===== src/rtl/serial_adder_ctrl.sv =====
// serial_adder_ctrl
//   Bit-serial adder controller. It computes {cout,sum} = a + b + cin one bit
//   per clock, LSB first, with a single 1-bit full adder. An operation takes
//   WIDTH cycles in ADD. A one-cycle DONE state then follows, and the block
//   returns to IDLE.
//
//   state | meaning
//   ------+--------------------------------------------------------------
//   IDLE  | waiting for start; sum/cout hold the last result
//   ADD   | one operand bit pair added per edge, WIDTH edges in total
//   DONE  | single-cycle completion pulse; sum/cout freshly loaded
//
// Ports
//   clk    : clock, rising-edge active
//   rst    : asynchronous active-high reset
//   start  : begin an addition (sampled only in IDLE)
//   a, b   : WIDTH-bit addends
//   cin    : carry-in
//   busy   : high while in ADD
//   done   : high for the single DONE cycle
//   sum    : registered WIDTH-bit result
//   cout   : registered carry-out of bit WIDTH-1
module serial_adder_ctrl #(
  parameter int WIDTH = 8
) (
  input  logic             clk,
  input  logic             rst,
  input  logic             start,
  input  logic [WIDTH-1:0] a,
  input  logic [WIDTH-1:0] b,
  input  logic             cin,
  output logic             busy,
  output logic             done,
  output logic [WIDTH-1:0] sum,
  output logic             cout
);

  // The counter must be able to hold the value WIDTH itself.
  localparam int CW = $clog2(WIDTH + 1);

  typedef enum logic [1:0] {
    IDLE = 2'd0,
    ADD  = 2'd1,
    DONE = 2'd2
  } state_t;

  state_t           state;
  logic [WIDTH-1:0] sh_a;
  logic [WIDTH-1:0] sh_b;
  logic [WIDTH-1:0] res;
  logic             carry;
  logic [CW-1:0]    cnt;

  // The single full adder, shared across all bit positions over time.
  logic fa_x, fa_y, fa_s, fa_c;
  assign fa_x = sh_a[0];
  assign fa_y = sh_b[0];
  assign fa_s = fa_x ^ fa_y ^ carry;
  assign fa_c = (fa_x & fa_y) | (carry & (fa_x ^ fa_y));

  // Each sum bit enters at the MSB. After WIDTH shifts, bit 0 has reached
  // the LSB position.
  logic [WIDTH-1:0] res_next;
  assign res_next = {fa_s, res[WIDTH-1:1]};

  always_ff @(posedge clk or posedge rst) begin
    if (rst) begin
      state <= IDLE;
      sh_a  <= '0;
      sh_b  <= '0;
      res   <= '0;
      carry <= 1'b0;
      cnt   <= '0;
      busy  <= 1'b0;
      done  <= 1'b0;
      sum   <= '0;
      cout  <= 1'b0;
    end else begin
      case (state)
        IDLE: begin
          done <= 1'b0;
          if (start) begin
            sh_a  <= a;
            sh_b  <= b;
            carry <= cin;
            cnt   <= '0;
            busy  <= 1'b1;
            state <= ADD;
          end
        end
        ADD: begin
          sh_a  <= sh_a >> 1;
          sh_b  <= sh_b >> 1;
          res   <= res_next;
          carry <= fa_c;
          cnt   <= cnt + CW'(1);
          // This is the WIDTH-th edge, so the result leaves on the same edge.
          if (cnt == CW'(WIDTH - 1)) begin
            sum   <= res_next;
            cout  <= fa_c;
            busy  <= 1'b0;
            done  <= 1'b1;
            state <= DONE;
          end
        end
        DONE: begin
          done  <= 1'b0;
          state <= IDLE;
        end
        default: begin
          busy  <= 1'b0;
          done  <= 1'b0;
          state <= IDLE;
        end
      endcase
    end
  end

endmodule


===== config.mk =====
export PLATFORM = sky130hd
export DESIGN_NAME = serial_adder_ctrl
export DESIGN_NICKNAME = d
export VERILOG_FILES = /design/src/rtl/serial_adder_ctrl.sv
export SDC_FILE = /design/constraint.sdc
export NUM_CORES = 1
export LEC_CHECK = 0
export CAP_MARGIN = 20
export CORE_UTILIZATION = 45
export DETAILED_ROUTE_END_ITERATION = 6
export HOLD_SLACK_MARGIN = 0.15
export PLACE_DENSITY = 0.7
export SLEW_MARGIN = 5
export SYNTH_ARGS = -nofsm -noshare
export SYNTH_HDL_FRONTEND = slang
export SYNTH_SLANG_ARGS = --single-unit

===== constraint.sdc =====
create_clock -name clk -period 1.9 [get_ports clk]
set_clock_uncertainty 0.1 [all_clocks]
set_input_delay 0.475 -clock clk [delete_from_list [all_inputs] [get_ports clk]]
set_output_delay 0.475 -clock clk [all_outputs]
set_load 0.02 [all_outputs]

==> impl_metrics.yaml, run 1 <==
run_status:
  status: "completed"
clock_network:
  cts-root-buf: "clkbuf_8"
  clockBufferDepth: 2
  worstSkewPairLatency_ns: 0.28
  cts_tree: "yes"
  ctsHoldBuffers: 0
  cts.sinks: 41
  htreeDepth: 2
  cts_buffers: 5
  clk_pin_slew_ns: 0.07
timing:
  rsz0062_at_grt: "false"
  relSlewSlack: 0.8358
  worstMarginPinSlew_ns: 0.2463
  tns_ns: 0
  finalHoldWorstSlack_ns: 0.3850
  timing.final.max_slew_violations: 0
  hold_viol: 0
  setup_viol: 0
  max_clock_freq_mhz: 551.2
  finalCriticalPeriod_ns: 1.814
  period_share: 0.9548
final_layout:
  final_area_um2: 2276
  nets: 223
  seqCellArea_um2: 1026
  fillers: 317
  multi_input_area_um2: 698.2
  drive_above_1_share: 0.1393
  n_antenna_cell: 0
  area_growth_pct: 26.58
  layout.cells.most_common: "dfrtp_1"
  layout.cells.non_filler: 249
  final_cell_mix: "41 x dfrtp_1, 38 x nand2_1, 29 x clkdlybuf4s50_1"
pwr:
  p_clk_frac: 0.156
  p_switching_w: 0.001315
  p_leak_nw: 1.090
  pwr-share-comb: 0.430
  p_seq_frac: 0.413
  power_density_nw_per_um2: 1580
  peakVddDrop_v: 0.0008084
  switching_share: 0.3656
  p_int_w: 0.002281
drt:
  drt-vias-per-instance: 5.369
  drtAntennaViolNets: 0
  drt_pre_antenna_iters: 4
  wl_per_cell_um: 13.74
  drt_iter0_markers: 56
  wl_um: 3422
  vias: 1337
  drcViolationCount: 0
die:
  io_pins: 31
  start_util: 0.4803
  dieWidth_um: 65.21
  num_rows: 22
  die_h_um: 65.21
  coreArea_um2: 3744
  die-area_um2: 4252
synthesis:
  syn_inst: 163
  synth_area_leaders: "dfrtp_1 57%, nand2_1 7.9%, mux2_2 5.6%"
  synth_warnings: 0
  yosys.area.top_type: "dfrtp_1"
  yosys.area.top_type_share: 0.5706
  synth_seq_cells: 41
  synth_fp_nets: 185
  seq_area_frac_synth: 0.5706
  netlist_area_um2: 1798
  ys_types: 27
  synth_area_per_cell_um2: 11.03
worst_setup_path:
  start_kind: "flop"
  path_class: "reg2out"
  critPathSlowestCell: "clkdlybuf4s50_1"
  cp_cell_sequence: "clkdlybuf4s50_1"
  worstPathRequired_ns: 1.32
  critical_path.top_delay_family: "buffers and inverters"
  cp_max_fo: 2
  cp.buffers_inverters: 1
  slowest_delay_ns: 0.61
  r2r_end: "cout"
  rr_startpoint: "cnt[0]"
  reg2reg_depth: 4
  crit_cells: 1
  critPathArrivalTime_ns: 1.24
  crit_path_end_kind: "output port"
  rrSetupSlack_ns: 0.32
hold_path:
  hp-class: "reg2reg"
  min_to: "res[1]"
  hold_depth: 2
  worstHoldStart: "res[1]"
grt:
  grt_remaining_overflow: 0
  grt_max_degree: 42
  grt_pass1_vias: 1393
  grt_antenna_before_repair: 0
  grt_first_pass_wirelength_um: 5989
  grt_usage: 0.1865
run:
  cap_violations: 0
placed_design:
  numPlacedInstances: 242
  hpwlAfterDp_um: 2331
  io_buffer_count: 30
  place_congestion: 0.7804
  dpl-instance-area_um2: 2187
==> stage by stage <==
step | total power (W) | setup WS [ns] | utilization
2_1_floorplan | 0.002527 | 0.3790 | -
3_3_place_gp | 0.002978 | 0.1658 | 0.5842
3_5_place_dp | 0.003057 | 0.09774 | 0.5842
4_1_cts | 0.003632 | 0.02372 | 0.6073
5_1_grt | 0.003863 | 0.01755 | 0.6080
6_report | 0.003596 | 0.08587 | 0.6080
==> how the worst max path moves through the flow <==
| stage | startpoint | end | slack [ns] |
|---|---|---|---|
| 2_1_floorplan | rst | busy | 0.38 |
| 3_3_place_gp | start | cnt[3] | 0.17 |
| 3_5_place_dp | start | sh_a[1] | 0.1 |
| 4_1_cts | busy | busy | 0.02 |
| 5_1_grt | sum[0] | sum[0] | 0.02 |
| 6_report | sum[5] | sum[5] | 0.09 |
==> kinds of logic after synthesis <==
| family | Yosys count | share of synthesized area |
|---|---|---|
| muxes | 10 | 0.06194 |
| buffers and inverters | 12 | 0.04106 |
| AOI/OAI and AO/OA | 42 | 0.1413 |
| and+or+nand+nor | 56 | 0.1670 |
| DFF | 41 | 0.5706 |
| adders and majority gates | 2 | 0.01809 |
==> flip-flops by register name (all words and copies together), names as in the netlist <==
register / count
done: 1
sh_a: 8
state: 2
sh_b: 8
sum: 8
carry: 1
cout: 1
res: 7
busy: 1
cnt: 4
==> routing by layer <==
layer | track usage | share of wire | up-vias
li1 | - | - | 635
met1 | 0.2208 | 0.45 | 661
met2 | 0.3157 | 0.50 | 35
met3 | 0.04167 | 0.041 | 6
met4 | 0.09511 | 0.012 | 0
met5 | 0 | 0 | -
==> cells in the mapped netlist <==
cell and instances:
o21bai_1 1, and3b_1 8, mux2i_1 1, nand3b_4 1
buf_2 5, nor2_1 1, nand2_1 38, clkbuf_1 2
nor2_8 1, and2_1 1, nand2b_1 2, nor2b_1 2
o31ai_1 1, inv_1 2, o21a_1 1, a21oi_1 10
nand3_1 1, o21ai_0 16, a22o_1 4, buf_6 3
fa_1 1, ha_1 1, o22ai_1 1, and2b_1 1
dfrtp_1 41, a22oi_1 8, mux2_2 9
==> repair_timing <==
action,in CTS,in global routing
endpoints found under the setup margin,0,1
gates resized for setup,0,1
setup buffers,0,0
==> power by group through the flow <==
| stage | clock network [W] | registers, W | logic, W |
|---|---|---|---|
| finish | 0.000563 | 0.00149 | 0.00155 |
| global route | 0.000617 | 0.00154 | 0.00171 |
| CTS | 0.000579 | 0.00149 | 0.00157 |
| detailed placement | 0 | 0.00150 | 0.00156 |
| global placement | 0 | 0.00148 | 0.00150 |
| floorplan | 0 | 0.00158 | 0.000945 |
==> final cells by class <==
type	count	area share
repair buffers	41	0.1748
well taps	48	0.02639
multi-input cells	110	0.3068
clock buffers	7	0.03793
inverters	2	0.003299
flip-flops and latches	41	0.4508
Note: power is estimated with default switching activity, not from simulation.
==> inputs of run 2 (changes only) <==
--- a/config.mk
+++ b/config.mk
@@ -10,7 +10,7 @@
 export DETAILED_ROUTE_END_ITERATION = 6
 export HOLD_SLACK_MARGIN = 0.15
 export PLACE_DENSITY = 0.7
-export SLEW_MARGIN = 5
+export SLEW_MARGIN = 20
 export SYNTH_ARGS = -nofsm -noshare
 export SYNTH_HDL_FRONTEND = slang
 export SYNTH_SLANG_ARGS = --single-unit
==> results of run 2 <==
Same layout as run 1: the final DEF is identical, and so are final timing and power.
